[src/rtl/t5_pkg.sv]
// t5_pkg: shared opcode constants, immediate formats and reset defaults
// for the barrel-threaded RV32I decode stage.
package t5_pkg;

    // RV32I major opcodes, idat[6:2]
    localparam logic [4:0] OPC_LOAD   = 5'b00000;
    localparam logic [4:0] OPC_MISC   = 5'b00011;
    localparam logic [4:0] OPC_OPIMM  = 5'b00100;
    localparam logic [4:0] OPC_AUIPC  = 5'b00101;
    localparam logic [4:0] OPC_STORE  = 5'b01000;
    localparam logic [4:0] OPC_OP     = 5'b01100;
    localparam logic [4:0] OPC_LUI    = 5'b01101;
    localparam logic [4:0] OPC_BRANCH = 5'b11000;
    localparam logic [4:0] OPC_JALR   = 5'b11001;
    localparam logic [4:0] OPC_JAL    = 5'b11011;
    localparam logic [4:0] OPC_SYSTEM = 5'b11100;

    // dopc after reset: LUI reads as a harmless bubble downstream
    localparam logic [4:0] RST_OPC = 5'h0D;

    typedef enum logic [2:0] {
        FMT_I,
        FMT_S,
        FMT_B,
        FMT_U,
        FMT_J,
        FMT_R
    } fmt_t;

    // True for the major opcodes this core implements
    function automatic logic opc_legal(input logic [4:0] opc);
        case (opc)
            OPC_LOAD, OPC_MISC, OPC_OPIMM, OPC_AUIPC, OPC_STORE, OPC_OP,
            OPC_LUI, OPC_BRANCH, OPC_JALR, OPC_JAL, OPC_SYSTEM: opc_legal = 1'b1;
            default:                                             opc_legal = 1'b0;
        endcase
    endfunction

endpackage

[src/rtl/t5_imm.sv]
// t5_imm: combinational format detect and sign-extended immediate
// generation for one RV32I instruction word. idat[1:0] carries no
// immediate information and is not needed here.
module t5_imm
    import t5_pkg::*;
#(
    parameter int XLEN = 32
) (
    input  logic [31:2]     idat,
    output logic [XLEN-1:0] imm,
    output fmt_t            fmt
);

    logic s;
    assign s = idat[31];

    // Pick the format from the opcode; unknown opcodes decode as I-type
    always_comb begin
        fmt = FMT_I;
        case (idat[6:2])
            OPC_STORE:            fmt = FMT_S;
            OPC_BRANCH:           fmt = FMT_B;
            OPC_LUI, OPC_AUIPC:   fmt = FMT_U;
            OPC_JAL:              fmt = FMT_J;
            OPC_OP:               fmt = FMT_R;
            default:              fmt = FMT_I;
        endcase
    end

    // Assemble the immediate for the detected format
    always_comb begin
        imm = '0;
        case (fmt)
            FMT_I: imm = {{(XLEN-11){s}}, idat[30:20]};
            FMT_S: imm = {{(XLEN-11){s}}, idat[30:25], idat[11:7]};
            FMT_B: imm = {{(XLEN-12){s}}, idat[7], idat[30:25], idat[11:8], 1'b0};
            FMT_U: imm = {{(XLEN-31){s}}, idat[30:12], 12'b0};
            FMT_J: imm = {{(XLEN-20){s}}, idat[19:12], idat[20], idat[30:21], 1'b0};
            default: imm = '0;
        endcase
    end

endmodule

[src/rtl/t5_dec.sv]
// t5_dec: decode stage of the barrel-threaded RV32I pipeline.
// Handshake: on both sides a beat transfers on a rising edge where valid
// and ready are both high; valid never waits on ready, and a held beat
// keeps its payload stable until it transfers or is flushed.
// A two-entry buffer (MAIN drives the outputs, SKID absorbs one beat while
// MAIN is stalled) lets fetch and execute stall independently. frdy is
// the registered inverse of the SKID valid bit.
module t5_dec
    import t5_pkg::*;
#(
    parameter int         XLEN    = 32,
    parameter int         NHART   = 4,
    parameter logic [4:0] RST_OPC = t5_pkg::RST_OPC,
    localparam int        HW      = $clog2(NHART)
) (
    input  logic            sclk,
    input  logic            srst_n,
    input  logic            fvld,
    output logic            frdy,
    input  logic [XLEN-1:0] fpc,
    input  logic [31:0]     idat,
    output logic [4:0]      rs1a,
    output logic [4:0]      rs2a,
    output logic [HW-1:0]   fhart,
    input  logic [XLEN-1:0] rs1d,
    input  logic [XLEN-1:0] rs2d,
    input  logic            kflush,
    input  logic [HW-1:0]   khart,
    input  logic            xrdy,
    output logic            dvld,
    output logic [XLEN-1:0] dop1,
    output logic [XLEN-1:0] dop2,
    output logic [XLEN-1:0] dcp1,
    output logic [XLEN-1:0] dcp2,
    output logic [XLEN-1:0] dpc,
    output logic [4:0]      dopc,
    output logic [2:0]      dfn3,
    output logic [6:0]      dfn7,
    output logic [4:0]      drd,
    output logic [HW-1:0]   dhart,
    output logic            dill
);

    typedef struct packed {
        logic [XLEN-1:0] op1;
        logic [XLEN-1:0] op2;
        logic [XLEN-1:0] cp1;
        logic [XLEN-1:0] cp2;
        logic [XLEN-1:0] pc;
        logic [4:0]      opc;
        logic [2:0]      fn3;
        logic [6:0]      fn7;
        logic [4:0]      rd;
        logic [HW-1:0]   hart;
        logic            ill;
    } beat_t;

    beat_t           nb, mb, sb;
    logic            m_v, s_v;
    logic [XLEN-1:0] imm;
    fmt_t            fmt;
    logic            kill_m, kill_s, m_live, s_live, m_hold, acc;

    t5_imm #(.XLEN(XLEN)) u_imm (
        .idat (idat[31:2]),
        .imm  (imm),
        .fmt  (fmt)
    );

    assign rs1a  = idat[19:15];
    assign rs2a  = idat[24:20];
    assign fhart = fpc[HW-1:0];
    assign frdy  = ~s_v;

    // Build the decoded beat from the fetch side and same-cycle RF data
    always_comb begin
        nb      = '0;
        nb.op1  = rs1d;
        case (idat[6:2])
            OPC_AUIPC, OPC_JAL, OPC_BRANCH: nb.op1 = fpc;
            OPC_LUI:                        nb.op1 = '0;
            default:                        nb.op1 = rs1d;
        endcase
        nb.op2  = (fmt == FMT_R) ? rs2d : imm;
        nb.cp1  = rs1d;
        nb.cp2  = rs2d;
        nb.pc   = fpc;
        nb.opc  = idat[6:2];
        nb.fn3  = idat[14:12];
        nb.fn7  = idat[31:25];
        nb.rd   = idat[11:7];
        nb.hart = fpc[HW-1:0];
        nb.ill  = (idat[1:0] != 2'b11) | ~opc_legal(idat[6:2]);
    end

    // Flush kills and the resulting survive / hold / accept conditions
    always_comb begin
        kill_m = kflush & m_v & (mb.hart == khart);
        kill_s = kflush & s_v & (sb.hart == khart);
        m_live = m_v & ~kill_m;
        s_live = s_v & ~kill_s;
        m_hold = m_live & ~xrdy;
        acc    = fvld & frdy & ~(kflush & (fpc[HW-1:0] == khart));
    end

    // Buffer update: MAIN holds, refills from SKID, or takes the new beat
    always_ff @(posedge sclk or negedge srst_n) begin
        if (!srst_n) begin
            mb     <= '0;
            mb.opc <= RST_OPC;
            sb     <= '0;
            m_v    <= 1'b0;
            s_v    <= 1'b0;
        end else if (m_hold) begin
            s_v <= s_live | acc;
            if (!s_live && acc) begin
                sb <= nb;
            end
        end else if (s_live) begin
            mb  <= sb;
            m_v <= 1'b1;
            s_v <= 1'b0;
        end else if (acc) begin
            mb  <= nb;
            m_v <= 1'b1;
            s_v <= 1'b0;
        end else begin
            m_v <= 1'b0;
            s_v <= 1'b0;
        end
    end

    assign dvld  = m_v;
    assign dop1  = mb.op1;
    assign dop2  = mb.op2;
    assign dcp1  = mb.cp1;
    assign dcp2  = mb.cp2;
    assign dpc   = mb.pc;
    assign dopc  = mb.opc;
    assign dfn3  = mb.fn3;
    assign dfn7  = mb.fn7;
    assign drd   = mb.rd;
    assign dhart = mb.hart;
    assign dill  = mb.ill;

endmodule

[config.mk]
export PLATFORM = sky130hd
export DESIGN_NAME = t5_dec
export DESIGN_NICKNAME = d
export VERILOG_FILES = /design/src/rtl/t5_pkg.sv /design/src/rtl/t5_imm.sv /design/src/rtl/t5_dec.sv
export SDC_FILE = /design/constraint.sdc
export NUM_CORES = 1
export LEC_CHECK = 0
export ABC_AREA = 1
export BUFFER_PORTS_ARGS = -buffer_cell sky130_fd_sc_hd__buf_2
export CAP_MARGIN = 15
export CORE_MARGIN = 2
export CORE_UTILIZATION = 56
export CTS_CLUSTER_DIAMETER = 150
export DETAILED_ROUTE_END_ITERATION = 12
export GPL_ROUTABILITY_DRIVEN = 0
export PLACE_DENSITY = 0.8
export SETUP_SLACK_MARGIN = 0.05
export SYNTH_ARGS = -nofsm -noshare
export SYNTH_HDL_FRONTEND = slang
export SYNTH_HIERARCHICAL = 1
export SYNTH_SLANG_ARGS = --single-unit
[constraint.sdc]
create_clock -name sclk -period 2.08 [get_ports sclk]
set_clock_uncertainty 0.2 [all_clocks]
set_input_delay 0.312 -clock sclk [delete_from_list [all_inputs] [get_ports sclk]]
set_output_delay 0.312 -clock sclk [all_outputs]
set_load 0.1 [all_outputs]
==> results.md <==
- The total iterations of the first detailed-routing run is 6.
- From synthesis to final layout, the design area changed by 34.94%.
- The number of antenna violations at the first check in global routing came to 2.
- The kind of start point of the critical path is a register.
- The initialized floorplan defines 65 standard-cell rows.
- The net switching component of the power is 0.02271 W.
- The internal cell power is 0.01942 W.
- The worst pin sits at a relative slew slack of 50.58%.
- Using the TritonRoute via totals, the vias-per-cell ratio works out to 5.924.
- Clock latency on the worst-skew pair, taken at its later pin, is 540 ps.
- Prior to clock tree synthesis, the placed netlist has a worst setup slack of -209.1 ps.
- After detailed routing, the average wire length per cell comes to 19.71 µm.
- After layout, the worst path uses 100.7% of the clock period.
- Final hold analysis gives a worst-case slack of 7.443 ps.
- The post-route netlist has 22.23% of its cells at a drive strength greater than 1.
- The maximum number of pins on one net before global-route repair is 98.
- The max-cap check violation count is 0.
- The final worst setup slack is -13.58 ps.
- The final count of pins violating max slew was 0.
- The tree is rooted in a sky130_fd_sc_hd__clkbuf_16.
- The port buffer count is 331.
- In the layout the commonest cells are 1291 x sky130_fd_sc_hd__nand2_1, 366 x sky130_fd_sc_hd__nand3_1, 357 x sky130_fd_sc_hd__dfrtp_1, 324 x sky130_fd_sc_hd__buf_2, 115 x sky130_fd_sc_hd__dlygate4sd3_1.
- Global routing finished with a remaining overflow of 0.
- Across all register-to-register paths, the minimum setup slack is -10 ps.
- The number of placed cells counting well taps is 3133.
- The height of the die is 183.8 µm.
- Combinational logic is responsible for 52.6% of the overall power.
- Across the whole layout, storage elements account for 9128 µm².
- The checks that failed: setup timing.
- Setup repair after global routing could not meet its margin everywhere.
- STA puts the critical path data required time at 2300 ps.
- Ranked by total cell area, the synthesized netlist is headed by sky130_fd_sc_hd__dfrtp_1 50%, sky130_fd_sc_hd__nand2_1 29%, sky130_fd_sc_hd__nand3_1 10%.
- The detailed router placed 19990 vias in this run.
- In this run the standard cell core region covers 31720 µm².
- In this run the critical register-to-register path is captured at dop1[23].
- The clock share of power is 17.8%.
- In this run the most critical hold path is launched from idat[1].
- The remaining antenna violation count after routing is 0.
- The horizontal die dimension is 183.8 µm.
- Setup violations remaining at the end of the flow were counted as 1.
- The via count of the first global-routing pass is 18410.
- The number of flip-flops and latches in the synthesized netlist is 364.
- The global-route wire length before repair is 95810 µm.
- The starting density of the core is 57.09%.
- The layout has 2107 filler cells.
- The transition time at the pin with the least slew margin is 741.3 ps.
- The post-synth design cell area is 18110 µm².
- The count of mapped cells out of synthesis is 2505.
- STA puts the critical path data arrival time at 2310 ps.
- The dominant cell type by area after synthesis is sky130_fd_sc_hd__dfrtp_1.
- The synthesized netlist contains 26 unique library cells.
- The endpoint type of the worst setup path is a register.
- The DRC violation total after the first TritonRoute iteration is 2655.
- The area taken by multi-input logic gates is 8218 µm².
- Pin placement for this block handled 332 I/O pins.
- The die covers 33790 µm².
- The number of H-tree levels is 2.
- A synthesized cell averages 7.228 µm².
- After clock tree synthesis, the clock-pin slew on the worst setup and hold paths is 60 ps.
- The setup TNS is -13.58 ps.
- For this run, the share of the core covered by cells in the final layout is 77.03%.
- The clock tree from TritonCTS is yes.
- The global routing usage summed across all routing layers is 35.50%.
- The minimum period implied by the final worst setup slack is 2094 ps.
- Counting the buffers created by CTS gives 39.
- Sequential elements use 50.32% of the synthesized area.
- The number of clock sinks is 364.
- The run finished, with violations left.
- The worst IR drop on VDD is 1.708 mV.
- For this run, the number of Yosys warnings is 6.
- The instance count along the most critical hold path is 6.
- The final layout contains 3078 nets.
- The worst reg-to-reg path cell count is 12.
- The peak fanout along the critical path is 7.
- The residual DRC count is 0.
- The critical path is of the register to register type.
- The worst-case clock buffer depth is 3.
- The wire-length estimate of the detail-placed layout is 36690 µm.
- The final layout contains routed wiring with a total length of 66510 µm.
- The tightest min-delay check is of the input pin to register type.
- The count of final hold-check violations is 0.
- Summed over all cells, the static leakage comes to 13.89 nW.
- The launch instance of the worst register-to-register path is dpc[1].
- The worst min-delay path endpoint is sb[0].
- Static timing analysis puts the maximum clock frequency at 0.4777 GHz.
- Summed over its instances, the top area cell type makes up 49.89% of the synthesized netlist area.
- Leaving out fill and tap cells, the most frequent cell in the layout is sky130_fd_sc_hd__nand2_1.
- Of the total power, the share spent switching nets is 53.90%.
- The count of cells in the finished layout, fillers not included, comes to 3374.
- The register share of total power is 29.6%.
- In this run the power density over the cells is 1724 nW/µm².
- The total nets after synthesis is 2643.
## area by class of cell
cell class	instances	share of cell area, %
Antenna cell	3	0.03073
Inverter	70	1.096
Timing Repair Buffer	580	20.19
Clock buffer	58	4.870
Multi-Input combinational cell	1885	33.63
Clock inverter	12	0.7681
Tap cell	402	2.059
Sequential cell	364	37.36
## power by group through the flow
stage | combinational, W | clock, W | sequential, W
after global placement | 0.0198 | 0 | 0.0122
final | 0.0221 | 0.00752 | 0.0125
after detailed placement | 0.0201 | 0 | 0.0123
after CTS | 0.0204 | 0.00750 | 0.0123
after floorplan | 0.00506 | 0 | 0.0230
after global routing | 0.0232 | 0.00784 | 0.0127
## kinds of logic after synthesis
| logic type | after synthesis | synth area share (%) |
|---|---|---|
| and+or+nand+nor | 1788 | 40.23 |
| DFF | 364 | 50.32 |
| buffers and inverters | 257 | 6.668 |
| AOI/OAI and AO/OA | 93 | 2.571 |
| adders and majority gates | 3 | 0.2073 |
## per-stage QoR
| step | instance area [µm²] | power, W |
|---|---|---|
| after floorplan | 18120 | 0.02808 |
| after global placement | 20460 | 0.03200 |
| after detailed placement | 20460 | 0.03240 |
| after CTS | 23100 | 0.04020 |
| after global routing | 24430 | 0.04375 |
| final | 24430 | 0.04212 |
## what timing repair did
item                                   4_1_cts  5_1_grt
hold buffers                               115        0
setup buffers                                2       21
endpoints found under the hold margin      607        0
gates resized for setup                      8      153
gates cloned                                 2       28
setup endpoints to repair                    5      303
pin swaps                                    0       36
## worst max path at each step
stage               cells after the start  slack, ps        to     from
global route                           12        -60  dop1[23]   dpc[1]
CTS                                     3         40      frdy      s_v
floorplan                              11         70   dcp1[0]   dpc[1]
detailed placement                     13       -210   dop2[6]  idat[3]
global placement                       13       -140   dop2[6]  idat[3]
finish                                 12        -10  dop1[23]   dpc[1]
## cells in the mapped netlist (all sizes together)
cell    instances
clkbuf         54
or2             1
a21oi           5
nor3            6
dfstp           3
o21ai          88
dfrtp         361
nand4           5
nand3         370
nand2        1390
ha              3
inv            70
nor2           15
nand3b          1
buf           133
## flip-flops by register name, summed over array words and instances (netlist names)
signal  count
dill        1
dop2       32
drd         5
dcp1       32
dfn3        3
dpc        32
sb        181
dfn7        7
dvld        1
s_v         1
dop1       32
dcp2       32
dopc        5
## routing by layer
layer	up-vias	wire [µm]	GRT usage (%)	share of wire (%)
li1	8723	-	-	-
met1	9382	24240	46.92	36
met2	1556	30500	56.62	46
met3	327	8242	7.488	12
met4	0	3527	15.97	5.3
met5	-	0	0	0
## critical path, stage by stage (launching register included)
cell                        delay, ps
sky130_fd_sc_hd__dfrtp_4          500
sky130_fd_sc_hd__inv_4             80
sky130_fd_sc_hd__nand2_4           50
sky130_fd_sc_hd__nand3_4           80
sky130_fd_sc_hd__nor2_4            50
sky130_fd_sc_hd__nor2_4           200
sky130_fd_sc_hd__buf_6            140
sky130_fd_sc_hd__a21oi_4           40
sky130_fd_sc_hd__buf_12           160
sky130_fd_sc_hd__clkbuf_16        180
sky130_fd_sc_hd__clkbuf_16        170
sky130_fd_sc_hd__nand2_4           70
sky130_fd_sc_hd__nand2_2           60
(Power assumes the default switching activity.)
